## config.mk

```make
export PLATFORM = sky130hd
export DESIGN_NAME = fc_loader
export DESIGN_NICKNAME = d
export VERILOG_FILES = /design/src/rtl/fc_loader.sv
export SDC_FILE = /design/constraint.sdc
export NUM_CORES = 1
export LEC_CHECK = 0
export CELL_PAD_IN_SITES_DETAIL_PLACEMENT = 0
export CELL_PAD_IN_SITES_GLOBAL_PLACEMENT = 1
export CORE_MARGIN = 2
export CORE_UTILIZATION = 40
export CTS_BUF_LIST = sky130_fd_sc_hd__clkbuf_16
export DETAILED_ROUTE_END_ITERATION = 12
export DONT_BUFFER_PORTS = 1
export MAX_ROUTING_LAYER = met4
export PLACE_DENSITY = 0.7
export SETUP_SLACK_MARGIN = 0.1
export SLEW_MARGIN = 20
export SYNTH_ARGS = -nofsm -noshare
export SYNTH_HDL_FRONTEND = slang
export SYNTH_SLANG_ARGS = --single-unit
export TNS_END_PERCENT = 50
```

## constraint.sdc

```tcl
create_clock -name clk -period 5.1 [get_ports clk]
set_input_delay 1.02 -clock clk [delete_from_list [all_inputs] [get_ports clk]]
set_output_delay 1.02 -clock clk [all_outputs]
set_load 0.01 [all_outputs]
```

## src/rtl/fc_loader.sv

```systemverilog
// Write-side front end of the FC stage: takes a layer config, scatters the ifmap
// bytes and the weight rows into their buffers, starts the engine and waits for its last node.
module fc_loader #(
    parameter int DW       = 8,
    parameter int WBUF_AW  = 17,
    parameter int IFMAP_AW = 10,
    parameter int FC_SIZE  = 120,
    parameter int MAX_IN   = 128,
    parameter int MAX_OUT  = 120
) (
    input  logic                clk,
    input  logic                rst,
    input  logic                cfg_valid_i,
    input  logic [8:0]          cfg_in_node_i,
    input  logic [6:0]          cfg_out_node_i,
    input  logic [1:0]          cfg_nth_fully_i,
    input  logic                s_valid_i,
    input  logic [DW-1:0]       s_data_i,
    output logic                s_ready_o,
    output logic                ifmap_wren_o,
    output logic [IFMAP_AW-1:0] ifmap_wrptr_o,
    output logic [DW-1:0]       ifmap_wdata_o,
    output logic                wbuf_wren_o,
    output logic [WBUF_AW-1:0]  wbuf_wrptr_o,
    output logic [DW-1:0]       wbuf_wdata_o,
    output logic                start_o,
    output logic [8:0]          in_node_num_o,
    output logic [6:0]          out_node_num_o,
    output logic [1:0]          nth_fully_o,
    input  logic                fc_valid_i,
    input  logic                fc_last_i,
    output logic                busy_o,
    output logic                done_o,
    output logic                err_o
);

    typedef enum logic [2:0] {
        IDLE     = 3'd0,
        LD_IFMAP = 3'd1,
        LD_WGT   = 3'd2,
        START    = 3'd3,
        RUN      = 3'd4
    } state_t;

    state_t              state_q;
    logic [8:0]          in_node_q;
    logic [6:0]          out_node_q;
    logic [1:0]          nth_q;
    logic [8:0]          cnt_q;       // ifmap byte index, then weight row index
    logic [6:0]          col_q;
    logic [WBUF_AW-1:0]  row_base_q;  // running i*FC_SIZE, avoids a multiplier
    logic                ifmap_wren_q;
    logic [IFMAP_AW-1:0] ifmap_wrptr_q;
    logic [DW-1:0]       ifmap_wdata_q;
    logic                wbuf_wren_q;
    logic [WBUF_AW-1:0]  wbuf_wrptr_q;
    logic [DW-1:0]       wbuf_wdata_q;
    logic                start_q;
    logic                done_q;
    logic                err_q;

    logic xfer_s;
    logic cfg_ok_s;
    logic last_row_s;
    logic last_col_s;

    assign s_ready_o  = (state_q == LD_IFMAP) || (state_q == LD_WGT);
    assign busy_o     = (state_q != IDLE);
    assign xfer_s     = s_valid_i && s_ready_o;
    assign cfg_ok_s   = (cfg_in_node_i >= 9'd1) && (cfg_in_node_i <= 9'(MAX_IN)) &&
                        (cfg_out_node_i >= 7'd1) && (cfg_out_node_i <= 7'(MAX_OUT));
    assign last_row_s = (cnt_q == (in_node_q - 9'd1));
    assign last_col_s = (col_q == (out_node_q - 7'd1));

    assign ifmap_wren_o   = ifmap_wren_q;
    assign ifmap_wrptr_o  = ifmap_wrptr_q;
    assign ifmap_wdata_o  = ifmap_wdata_q;
    assign wbuf_wren_o    = wbuf_wren_q;
    assign wbuf_wrptr_o   = wbuf_wrptr_q;
    assign wbuf_wdata_o   = wbuf_wdata_q;
    assign start_o        = start_q;
    assign done_o         = done_q;
    assign err_o          = err_q;
    assign in_node_num_o  = in_node_q;
    assign out_node_num_o = out_node_q;
    assign nth_fully_o    = nth_q;

    // Load-sequencing FSM with registered write ports and status pulses
    always_ff @(posedge clk) begin
        if (rst) begin
            state_q       <= IDLE;
            in_node_q     <= 9'd0;
            out_node_q    <= 7'd0;
            nth_q         <= 2'd0;
            cnt_q         <= 9'd0;
            col_q         <= 7'd0;
            row_base_q    <= '0;
            ifmap_wren_q  <= 1'b0;
            ifmap_wrptr_q <= '0;
            ifmap_wdata_q <= '0;
            wbuf_wren_q   <= 1'b0;
            wbuf_wrptr_q  <= '0;
            wbuf_wdata_q  <= '0;
            start_q       <= 1'b0;
            done_q        <= 1'b0;
            err_q         <= 1'b0;
        end else begin
            ifmap_wren_q <= 1'b0;
            wbuf_wren_q  <= 1'b0;
            start_q      <= 1'b0;
            done_q       <= 1'b0;
            err_q        <= 1'b0;
            case (state_q)
                IDLE: begin
                    if (cfg_valid_i) begin
                        if (cfg_ok_s) begin
                            in_node_q  <= cfg_in_node_i;
                            out_node_q <= cfg_out_node_i;
                            nth_q      <= cfg_nth_fully_i;
                            cnt_q      <= 9'd0;
                            col_q      <= 7'd0;
                            row_base_q <= '0;
                            state_q    <= LD_IFMAP;
                        end else begin
                            err_q <= 1'b1;
                        end
                    end
                end
                LD_IFMAP: begin
                    if (xfer_s) begin
                        ifmap_wren_q  <= 1'b1;
                        ifmap_wrptr_q <= IFMAP_AW'(cnt_q);
                        ifmap_wdata_q <= s_data_i;
                        if (last_row_s) begin
                            cnt_q   <= 9'd0;
                            state_q <= LD_WGT;
                        end else begin
                            cnt_q <= cnt_q + 9'd1;
                        end
                    end
                end
                LD_WGT: begin
                    if (xfer_s) begin
                        wbuf_wren_q  <= 1'b1;
                        wbuf_wrptr_q <= row_base_q + WBUF_AW'(col_q);
                        wbuf_wdata_q <= s_data_i;
                        if (last_col_s) begin
                            col_q      <= 7'd0;
                            row_base_q <= row_base_q + WBUF_AW'(FC_SIZE);
                            cnt_q      <= cnt_q + 9'd1;
                            if (last_row_s) begin
                                state_q <= START;
                            end
                        end else begin
                            col_q <= col_q + 7'd1;
                        end
                    end
                end
                START: begin
                    start_q <= 1'b1;
                    state_q <= RUN;
                end
                RUN: begin
                    if (fc_valid_i && fc_last_i) begin
                        done_q  <= 1'b1;
                        state_q <= IDLE;
                    end
                end
                default: begin
                    state_q <= IDLE;
                end
            endcase
        end
    end

endmodule

```

== Yosys cells after proc, flatten, opt, wreduce, memory -nomap -nowiden ==
Cells that the tools add are included.
Operators by class
  add/sub/neg operators: 6
  magnitude comparators: 4
  equality and inequality tests: 14
  multiplexer cells: 30
  bitwise logic cells: 5
  reduce and logical (&&, ||, !) cells: 21
Operator list (count)
  two-way mux 17 bit: 4
  two-way mux 9 bit: 6
  one-hot mux 17 bit (2 select lines): 1
  two-way mux 7 bit: 4
  one-hot mux 9 bit (3 select lines): 1
  two-way mux 3 bit: 8
  adder 17 x 7 -> 17 bit: 1
  adder 17 x 7 -> 17 bit (second input constant): 1
  != test 2 bit (second input constant): 8
  one-hot mux 3 bit (5 select lines): 1
  one-hot mux 7 bit (2 select lines): 1
  adder 9 x 1 -> 9 bit (second input constant): 1
  == test 9 bit: 1
  greater-or-equal comparator 9 x 1 -> 1 bit (second input constant): 1
  less-or-equal comparator 9 x 8 -> 1 bit (second input constant): 1
  subtractor 9 x 1 -> 9 bit (second input constant): 1
  AND reduction 8 bit: 1
  adder 7 x 1 -> 7 bit (second input constant): 1
  == test 7 bit: 1
  greater-or-equal comparator 7 x 1 -> 1 bit (second input constant): 1
  less-or-equal comparator 7 bit (second input constant): 1
  subtractor 7 x 1 -> 7 bit (second input constant): 1
  == test 3 x 2 -> 1 bit (second input constant): 2
  AND reduction 6 bit: 1
  other kinds (15): 30
Storage, ports and cells
  register bits after elaboration: 101
  input port bits: 32

== Longest topological paths before layout ==
Gate-level depths: netlist of run 1.
  depth in word-level cells: 7
  mapped depth: 11
  mapped depth without buffers: 9

== Least setup slack after synthesis of run 1 ==
OpenSTA, ideal clock, no wires.
  path kind: input port to flip-flop
  start point: input port cfg_in_node_i[0]
  end point: register cnt_q[8]
  setup time: 0.071 ns
  arrival time: 3.172 ns
  slack: 1.857 ns
  stages: 7
  path buffers: 0
  cell sequence: nor4_2 -> nand3_1 -> a2111oi_4 -> o32ai_1 -> a311o_1 -> or4_1 -> a21oi_1
Between the ends
  longest elaborated chain between the ends: 6
  elaborated cells between the ends (all ways): 7
  those cells by class: order compare (2); eq/ne (1); reduce/logical (4)
Ends and longest elaborated chain
  start, declared: RTL line 14  | input logic [8:0] cfg_in_node_i,
  greater-or-equal comparator 9 x 1 -> 1 bit or less-or-equal comparator 9 x 8 -> 1 bit (tied branches): RTL line 70  | assign cfg_ok_s = (cfg_in_node_i >= 9'd1) && (cfg_in_node_i <= 9'(MAX_IN)) &&
  logical AND 1 bit (*) (2 in series): RTL line 70
  logical AND 1 bit (*): RTL line 71  | (cfg_out_node_i >= 7'd1) && (cfg_out_node_i <= 7'(MAX_OUT));
  != test 2 bit (no line) (*)
  AND reduction 6 bit (no line) (*)
  end signal, assigned: RTL line 138  | cnt_q <= cnt_q + 9'd1;
  end signal, assigned: RTL line 150  | cnt_q <= cnt_q + 9'd1;
  end, declared: RTL line 49  | logic [8:0] cnt_q;
Every way passes the cells marked *; elsewhere a longest branch is shown, timed or not.
A chain may end at the register's enable or synchronous reset.

== Worst setup path after layout of run 1 ==
  start point: input port cfg_in_node_i[0]
  end point: register cnt_q[5]
The elaborated chain is that of the path after synthesis.

==> results of run 1 <==
==> cell usage in the layout (no fill, tap or decap), types with 3 or more instances in the layout <==
cell       instances
o31ai_1           10
a21oi_1           61
nand4_1            7
a21o_1             4
nor2_1            61
nand3_1           21
nor3_1            18
clkbuf_16          9
or2_2              3
xor2_1            18
inv_6              3
mux2i_1           14
nand2_1           89
and2_1             3
or4_1             13
buf_4              4
nor3b_1            3
nand2b_1           5
or3_1              9
xnor2_1           19
inv_1             12
dfxtp_1           98
ha_1               9
o21ai_0           12
nor4_1             9
a211oi_1          14
a31oi_1            7
==> registers in the layout, summed over array words and instances, names as in the netlist, 2 cells and up <==
register and flops:
in_node_num_o 9, state_q 3, col_q 7, row_base_q 14, nth_fully_o 2, wbuf_wdata_o 8
ifmap_wrptr_o 9, wbuf_wrptr_o 17, cnt_q 9, out_node_num_o 7, ifmap_wdata_o 8
==> through the flow <==
| stage | setup WS (ps) | std cells | hold slack (ps) |
|---|---|---|---|
| after global placement | 1480 | 696 | 477 |
| after CTS | 1790 | 712 | 496 |
| after detailed placement | 1430 | 696 | 486 |
| after global routing | 1550 | 712 | 521 |
| after floorplan | 1860 | 583 | 464 |
| final | 1750 | 712 | 499 |
==> worst paths after layout <==
path | startpoint | endpoint | slack, ps
max | cfg_in_node_i[0] | cnt_q[5]$_SDFFE_PP0P_ | 1750
min | wbuf_wdata_o[2]$_SDFFE_PP0P_ | wbuf_wdata_o[2]$_SDFFE_PP0P_ | 500
max reg2reg | out_node_num_o[0]$_SDFFE_PP0P_ | cnt_q[5]$_SDFFE_PP0P_ | 2050
min reg2reg | wbuf_wdata_o[2]$_SDFFE_PP0P_ | wbuf_wdata_o[2]$_SDFFE_PP0P_ | 500
==> cell type report <==
| cell class | count | area share |
|---|---|---|
| multi-input cells | 438 | 0.504 |
| flip-flops and latches | 98 | 0.386 |
| clock inverters | 7 | 0.0145 |
| inverters | 13 | 0.00960 |
| clock buffers | 9 | 0.0443 |
| repair buffers | 4 | 0.00591 |
| well taps | 143 | 0.0352 |
==> routing by layer <==
metal	track usage	up-vias	wire (um)
met4	0.0642	0	184
met1	0.245	1862	5560
met5	-	-	0
met2	0.295	70	5390
li1	-	2026	-
met3	0.0508	14	586
==> cell families (layout without fill, tap and decap cells) <==
family	Yosys count	in the layout	synth area share
xor+xnor	37	37	0.0688
fa+ha+maj	9	9	0.0239
other cells	1	1	0.000796
buf+inv	47	33	0.0393
compound gates	128	128	0.172
mux	14	14	0.0297
flops	98	98	0.416
simple gates	249	249	0.249
==> worst max-delay path, cell delays in order <==
cell and delay [ps]:
nor4_2 280, nand3_1 190, a2111oi_4 370, buf_4 390, o32ai_1 130, a311o_1 540, or4_1 540, a21oi_1 160
==> power by group <==
| part | internal, W | switching, W |
|---|---|---|
| registers | 0.000777 | 0.0000210 |
| clock network | 0.000384 | 0.000311 |
| logic | 0.0000408 | 0.0000651 |
| total | 0.00120 | 0.000397 |
==> impl_metrics.csv, run 1 <==
group,metric,value,unit
cells_and_area,drive_above_1_share,0.0475,
cells_and_area,design_area,0.00508,mm2
global_route,grt_usage,0.191,
yosys,yosysWarnings,0,
cells_and_area,fin_nets,605,
yosys,seq_area_frac_synth,0.416,
placement,placed_area,0.00478,mm2
hold_path,hold_path.class,"register to register",
timing,maxSlewHeadroom,0.453,
drt,post_drt_via_cell_ratio,5.58,
timing,period_needed,3350,ps
power_and_ir_drop,power_per_cell_area,315,mW/mm2
drt,drt-wirelength-per-cell,16.5,um
die,dieArea,0.0127,mm2
global_route,gr-total-overflow,0,
yosys,ys_ff_latch,98,
yosys,async_flop_share,0,
drt,final_antenna_net_count,0,
timing,worst_pin_slew,821,ps
cts,clock_path_buffers,2,
cells_and_area,syn2layout_area_growth,7.89,%
yosys,synthCells,583,
global_route,grt_max_degree,78,
yosys,synth_area_leaders,"dfxtp_1, nand2_1, a21oi_1",
cts,cts_tree,"built",
cts,clkSlewWorstSetupHoldPaths,70,ps
global_route,antenna_found_initial,0,
power_and_ir_drop,p_total,0.00160,W
cts,htree_levels,3,
cells_and_area,regArea,0.00196,mm2
timing,fin_setup_tns,0,ps
timing,fin_crit_sh,0.657,
global_route,grt_pass1_wl,19200,um
placement,gp_congestion,0.787,
yosys,yosys.cell_types.count,52,
yosys,postSynthAreaPerCell,8.08,um2
drt,first_iter_violations,186,
timing,rsz0062_at_grt,"no",
cts,cts_buffers,9,
run_status,status,"complete, no violations",
cts,ctsRootBufferMaster,"clkbuf_16",
die,fp.dieW,113,um
hold_path,min_path_cells,2,
setup_path,worstRegToRegCells,9,
timing,worst_clock_skew,9.88,ps
die,dieHeight,113,um
cts,post_cts_resized,0,
setup_path,cp.arrival,3620,ps
die,start_util,0.411,
setup_path,startpoint_type,"input pin",
yosys,synth_area,0.00471,mm2
placement,io_buffers,0,
yosys,yosysMostFrequentCell,"dfxtp_1",
drt,first_pass_iters,4,
cts,post_cts_buffers,0,
timing,finalSetupViolCount,0,
cells_and_area,multiInputGateArea,0.00256,mm2
drt,routed_wl,11700,um
setup_path,cp_data_required_time,5370,ps
setup_path,worstSetupEndpointType,"register",
yosys,synth_top_area_frac,0.416,
timing,timing.fmax,0.299,GHz
yosys,yosys.area.top_type,"dfxtp_1",
timing,hold_viol_final,0,
placement,hpwl,8190,um
yosys,synth-edff-count,0,
drt,num_vias,3972,
yosys,synthTopCellsByCount,"dfxtp_1, nand2_1, a21oi_1, nor2_1, clkbuf_1",
setup_path,crit_type,"input pin to register",
cells_and_area,diodes,0,
cts,clock-sinks,98,
setup_path,crit_fanout,28,
cells_and_area,n_fill_cell,1170,
power_and_ir_drop,cellLeakagePower,1.70,nW
cts,holdBufCountCts,0,
yosys,yosys_most_used_dff,"dfxtp_1",
timing,drv_slew,0,
yosys,synth_nets,624,
cells_and_area,post-route-util,0.443,
power_and_ir_drop,ir_drop,0.253,mV
flow_run,cap_violations,0,
die,num_rows,39,
die,core_area,0.0115,mm2
cts,clk_latency,350,ps
die,pin_count,100,
global_route,grt_pass1_vias,3759,
drt,post-route-drc-count,0,
No activity file was read; power rests on OpenSTA's default activity.
==> run 2: changes to the inputs <==
--- a/config.mk
+++ b/config.mk
@@ -13,7 +13,7 @@
 export DETAILED_ROUTE_END_ITERATION = 12
 export DONT_BUFFER_PORTS = 1
 export MAX_ROUTING_LAYER = met4
-export PLACE_DENSITY = 0.7
+export PLACE_DENSITY = 0.73
 export SETUP_SLACK_MARGIN = 0.1
 export SLEW_MARGIN = 20
 export SYNTH_ARGS = -nofsm -noshare
==> constraint.sdc (replaced) <==
create_clock -name clk -period 2.8 [get_ports clk]
set_input_delay 0.56 -clock clk [delete_from_list [all_inputs] [get_ports clk]]
set_output_delay 0.56 -clock clk [all_outputs]
set_load 0.01 [all_outputs]
==> run 2 against run 1 <==
Net effect:
- flip-flop and latch count unchanged
- via count rose by 3.4%
- wire length rose by 1.7%
- non-clock buffer count up 28
- critical path depth increased by 2
- sequential share of layout area is 2.0 points lower
- die area is the same
- clock skew is 2.1 ps higher
==> impl_metrics.csv, run 2 (synthesis results as in run 1) <==
group,metric,value,unit
run_status,status,"complete, no violations",
timing,period_needed,2560,ps
power_and_ir_drop,cellLeakagePower,1.84,nW
die,core_area,0.0115,mm2
die,pin_count,100,
timing,finalSetupViolCount,0,
drt,post_drt_via_cell_ratio,5.54,
cells_and_area,n_fill_cell,1140,
die,dieArea,0.0127,mm2
setup_path,worstSetupEndpoint,"cnt_q[3]$_SDFFE_PP0P_",
setup_path,path_common_cell,"a311o_1",
power_and_ir_drop,comb_power_share,0.082,
cts,ctsRootBufferMaster,"clkbuf_16",
global_route,grt_pass1_vias,3785,
drt,dr.max_layer_used,"met4",
cells_and_area,final_common_cell,"dfxtp_1",
setup_path,critPathMaxStageDelay,420,ps
cts,clk_latency,340,ps
placement,hpwl,8180,um
drt,post-route-drc-count,0,
timing,fin_crit_sh,0.913,
hold_path,hold_path.class,"input pin to register",
global_route,grt_usage,0.194,
setup_path,worstRegToRegCells,10,
power_and_ir_drop,pwr-share-seq,0.507,
power_and_ir_drop,power.net_switching,0.000731,W
power_and_ir_drop,power_per_cell_area,533,mW/mm2
global_route,antenna_found_initial,0,
die,num_rows,39,
setup_path,cp_data_required_time,3070,ps
flow_run,cap_violations,0,
cells_and_area,drive_above_1_share,0.110,
drt,first_pass_iters,4,
placement,dp_cells,717,
cells_and_area,fin_nets,634,
cts,cts_buffers,9,
drt,final_antenna_net_count,0,
setup_path,cp.arrival,2830,ps
cells_and_area,fin_cells,741,
power_and_ir_drop,internal_power,0.00213,W
drt,num_vias,4107,
die,start_util,0.411,
cells_and_area,largest_register_ffs,17,
cells_and_area,multiInputGateArea,0.00262,mm2
setup_path,startpoint,"out_node_num_o[1]$_SDFFE_PP0P_",
power_and_ir_drop,power_frac_clock,0.411,
die,dieHeight,113,um
setup_path,crit_fanout,5,
power_and_ir_drop,swShare,0.256,
timing,maxSlewHeadroom,0.568,
cells_and_area,diodes,0,
placement,gp_congestion,0.839,
drt,first_iter_violations,250,
drt,met2_length,5690,um
setup_path,path_cells,"inv_1, ha_4, xor2_1, nand2_1, a311o_1, a211o_1, buf_4, a311o_1, or3_1, a21oi_1",
power_and_ir_drop,ir_drop,0.341,mV
timing,worst_pin_slew,647,ps
cells_and_area,syn2layout_area_growth,13.8,%
drt,drt-wirelength-per-cell,16.1,um
cts,htree_levels,3,
cts,clock-sinks,98,
power_and_ir_drop,p_total,0.00286,W
setup_path,worstSetupEndpointType,"register",
drt,wl_met3,467,um
drt,drt-met1-wl,5630,um
cts,clkSlewWorstSetupHoldPaths,70,ps
setup_path,crit_type,"register to register",
timing,fin_setup_tns,0,ps
setup_path,reg2reg_slack,240,ps
global_route,gr-total-overflow,0,
drt,routed_wl,11900,um
timing,timing.fmax,0.391,GHz
global_route,grt_max_degree,78,
setup_path,reg2reg_from,"out_node_num_o[1]$_SDFFE_PP0P_",
cells_and_area,mostFrequentLayoutCells,"dfxtp_1, nand2_1, nor2_1",
setup_path,cp_slowest_cell,"a311o_1",
placement,io_buffers,0,
timing,hold_viol_final,0,
setup_path,startpoint_type,"register",
cts,cts_tree,"built",
setup_path,worstReg2RegEnd,"cnt_q[3]$_SDFFE_PP0P_",
timing,rsz0062_at_grt,"no",
cts,clock_path_buffers,2,
timing,drv_slew,0,
cells_and_area,post-route-util,0.468,
timing,worst_clock_skew,12.0,ps
die,fp.dieW,113,um
cells_and_area,regArea,0.00196,mm2
hold_path,min-delay-start,"rst",
global_route,grt_pass1_wl,19500,um
run 2: routing by layer:
metal | vias to the layer above | track usage
li1 | 2084 | -
met1 | 1935 | 0.259
met2 | 80 | 0.299
met3 | 8 | 0.0373
met4 | 0 | 0.0593
met5 | - | -
run 2: power groups by stage:
stage / Clock [W] / Combinational (W) / Sequential, W
floorplan: 0 / 0.000182 / 0.00147
finish: 0.00117 / 0.000234 / 0.00145
detailed placement: 0 / 0.000218 / 0.00148
global route: 0.00126 / 0.000264 / 0.00145
CTS: 0.00121 / 0.000224 / 0.00145
global placement: 0 / 0.000215 / 0.00148
run 2: final cells by class:
type / instances / area share
repair buffers: 32 / 0.0511
inverters: 13 / 0.00910
multi-input cells: 439 / 0.488
clock buffers: 9 / 0.0420
clock inverters: 7 / 0.0100
well taps: 143 / 0.0334
flip-flops and latches: 98 / 0.366
run 2: what timing repair did:
item	CTS	global route
setup buffers	1	5
hold buffers	0	0
resized for setup	1	13
gates cloned	1	1
setup endpoints to repair	3	22
pin swaps	2	11
run 2: through the flow:
stage	area (um2)	setup slack (ps)	hold WS, ps
floorplan	4710	124	464
global placement	4950	57.3	478
detailed placement	4950	0.410	487
CTS	5250	108	275
global route	5360	114	278
finish	5360	245	291
run 2: critical path: cells and delay by family (launching register included):
kind / cells / cell delay (ps)
AO/OA/AOI/OAI: 4 / 1140
XOR/XNOR: 1 / 130
adder cells (fa/ha/maj): 1 / 260
buffers and inverters: 2 / 230
flip-flops: 1 / 340
AND/OR/NAND/NOR: 2 / 390
run 2: how the worst min path moves through the flow:
stage	end	slack (ps)	cells after the start
final	nth_fully_o[1]$_SDFFE_PP0P_	290	1
after global routing	in_node_num_o[2]$_SDFFE_PP0P_	280	1
after CTS	nth_fully_o[1]$_SDFFE_PP0P_	270	1
after detailed placement	ifmap_wrptr_o[0]$_SDFFE_PP0P_	490	2
after global placement	row_base_q[16]$_SDFFE_PP0P_	480	2
after floorplan	row_base_q[16]$_SDFFE_PP0P_	460	2
==> run 3: changes to the inputs <==
--- a/config.mk
+++ b/config.mk
@@ -8,13 +8,14 @@
 export CELL_PAD_IN_SITES_DETAIL_PLACEMENT = 0
 export CELL_PAD_IN_SITES_GLOBAL_PLACEMENT = 1
 export CORE_MARGIN = 2
-export CORE_UTILIZATION = 40
+export CORE_UTILIZATION = 42
 export CTS_BUF_LIST = sky130_fd_sc_hd__clkbuf_16
 export DETAILED_ROUTE_END_ITERATION = 12
 export DONT_BUFFER_PORTS = 1
 export MAX_ROUTING_LAYER = met4
-export PLACE_DENSITY = 0.73
+export PLACE_DENSITY = 0.76
 export SETUP_SLACK_MARGIN = 0.1
+export SKIP_LAST_GASP = 1
 export SLEW_MARGIN = 20
 export SYNTH_ARGS = -nofsm -noshare
 export SYNTH_HDL_FRONTEND = slang
==> run 3 against run 2 <==
Net effect:
- core utilization increased by 2.2 points
- worst hold slack lost 8.4 ps
- sequential share of layout area increased by 0.25 points
- maximum frequency is 0.22% higher
- clock-buffer cell count is the same
- register-to-register slack about the same
- combinational power fell by 3%
- final area is 0.68% lower
- largest power group unchanged
- highest routed layer unchanged
==> impl_metrics.csv, run 3 (synthesis results as in run 1) <==
group,metric,value,unit
placement,dp_cells,717,
drt,post_drt_via_cell_ratio,5.66,
timing,worst_pin_slew,657,ps
setup_path,crit_fanout,7,
cells_and_area,n_fill_cell,1042,
die,dieArea,0.0121,mm2
drt,drt-wirelength-per-cell,16.1,um
cts,htree_levels,3,
setup_path,reg2reg_slack,250,ps
placement,io_buffers,0,
cells_and_area,drive_above_1_share,0.102,
setup_path,worstSetupEndpoint,"cnt_q[8]$_SDFFE_PP0P_",
global_route,gr-total-overflow,0,
setup_path,crit_type,"register to register",
die,pin_count,100,
drt,final_antenna_net_count,0,
timing,hold_viol_final,0,
global_route,use_met1,0.268,
cts,holdBufCountCts,0,
setup_path,worstRegToRegCells,9,
cells_and_area,largest_register_ffs,17,
timing,fin_hold_ws,282,ps
placement,hpwl,8320,um
setup_path,reg2reg_from,"out_node_num_o[0]$_SDFFE_PP0P_",
hold_path,hold_path.class,"input pin to register",
cts,ctsRootBufferMaster,"clkbuf_16",
drt,routed_wl,11900,um
drt,post-route-drc-count,0,
run_status,status,"complete, no violations",
global_route,grt_usage,0.214,
global_route,grt.busiest_layer,"met2",
cts,clkSlewWorstSetupHoldPaths,60,ps
setup_path,worstReg2RegEnd,"cnt_q[8]$_SDFFE_PP0P_",
global_route,grt_max_degree,78,
drt,first_iter_violations,301,
cells_and_area,final_common_cell,"dfxtp_1",
cells_and_area,mostFrequentLayoutCells,"dfxtp_1, nand2_1, a21oi_1, nor2_1, buf_4",
setup_path,cp.arrival,2830,ps
global_route,grt_pass1_wl,19600,um
global_route,grt_use_met2,0.334,
cells_and_area,fin_cells,738,
cells_and_area,diodes,0,
timing,period_needed,2550,ps
power_and_ir_drop,power_per_cell_area,547,mW/mm2
setup_path,worstSetupEndpointType,"register",
timing,maxSlewHeadroom,0.561,
cells_and_area,post-route-util,0.489,
timing,rsz0062_at_grt,"no",
cells_and_area,fin_nets,634,
global_route,grt_util_met3,0.0599,
die,dieHeight,110,um
cells_and_area,syn2layout_area_growth,13.0,%
die,fp.dieW,110,um
die,num_rows,38,
die,core_area,0.0109,mm2
power_and_ir_drop,cellLeakagePower,1.83,nW
power_and_ir_drop,ir_drop,0.398,mV
power_and_ir_drop,p_total,0.00291,W
timing,worst_clock_skew,6.23,ps
cts,clock-sinks,98,
timing,drv_slew,0,
cts,cts_tree,"built",
cts,clk_latency,350,ps
timing,fin_crit_sh,0.911,
timing,finalSetupViolCount,0,
placement,gp_congestion,0.810,
global_route,grt_pass1_vias,3962,
drt,first_pass_iters,5,
setup_path,startpoint,"out_node_num_o[0]$_SDFFE_PP0P_",
setup_path,cp_data_required_time,3080,ps
drt,num_vias,4177,
cts,cts_buffers,9,
timing,timing.fmax,0.392,GHz
cts,clock_path_buffers,2,
global_route,antenna_found_initial,0,
die,start_util,0.433,
flow_run,cap_violations,0,
setup_path,startpoint_type,"register",
timing,fin_setup_tns,0,ps
## run 3: how the worst min path moves through the flow
stage / slack [ps] / start / to / cells past startpoint
floorplan: 460 / row_base_q[16]$_SDFFE_PP0P_ / row_base_q[16]$_SDFFE_PP0P_ / 2
global placement: 480 / row_base_q[16]$_SDFFE_PP0P_ / row_base_q[16]$_SDFFE_PP0P_ / 2
detailed placement: 490 / ifmap_wrptr_o[5]$_SDFFE_PP0P_ / ifmap_wrptr_o[5]$_SDFFE_PP0P_ / 2
CTS: 260 / rst / out_node_num_o[1]$_SDFFE_PP0P_ / 1
global route: 260 / rst / in_node_num_o[7]$_SDFFE_PP0P_ / 1
finish: 280 / rst / in_node_num_o[6]$_SDFFE_PP0P_ / 1
## run 3: per-layer routing
layer / vias to the layer above / wire length, um
li1: 2089 / -
met1: 1995 / 5380
met2: 85 / 5750
met3: 8 / 633
met4: 0 / 101
met5: - / 0
## run 3: final cells by class
type / count / area, um2 / share of cell area
clock buffers: 9 / 225 / 0.0423
clock inverters: 7 / 70.1 / 0.0132
inverters: 13 / 48.8 / 0.00916
multi-input cells: 439 / 2600 / 0.488
flip-flops and latches: 98 / 1960 / 0.369
well taps: 140 / 175 / 0.0329
repair buffers: 32 / 240 / 0.0451
## run 3: report_power, final
part	switching [W]	total, W	internal (W)
clock network	0.000542	0.00123	0.000691
registers	0.0000362	0.00145	0.00142
logic	0.000132	0.000226	0.0000940
total	0.000710	0.00291	0.00220
## run 3: worst max-delay path, stage by stage (launching register included)
cell	delay (ps)
dfxtp_2	320
inv_1	100
ha_4	180
nand2b_4	70
o21bai_1	150
a311o_1	340
a211o_1	300
a311o_2	480
or4_1	410
a21oi_1	140
## run 3: metrics by stage
| stage | setup slack [ps] | area [um2] |
|---|---|---|
| after global placement | 16.8 | 4960 |
| after detailed placement | -2.27 | 4960 |
| after CTS | 90.9 | 5300 |
| after floorplan | 124 | 4710 |
| final | 250 | 5330 |
| after global routing | 116 | 5330 |
## run 3: timing repair
action / 4_1_cts / 5_1_grt
buffers inserted: 3 / 1
gates resized for setup: 5 / 4
endpoints found under the setup margin: 10 / 27
pin swaps: 3 / 8
cloned: 1 / 0
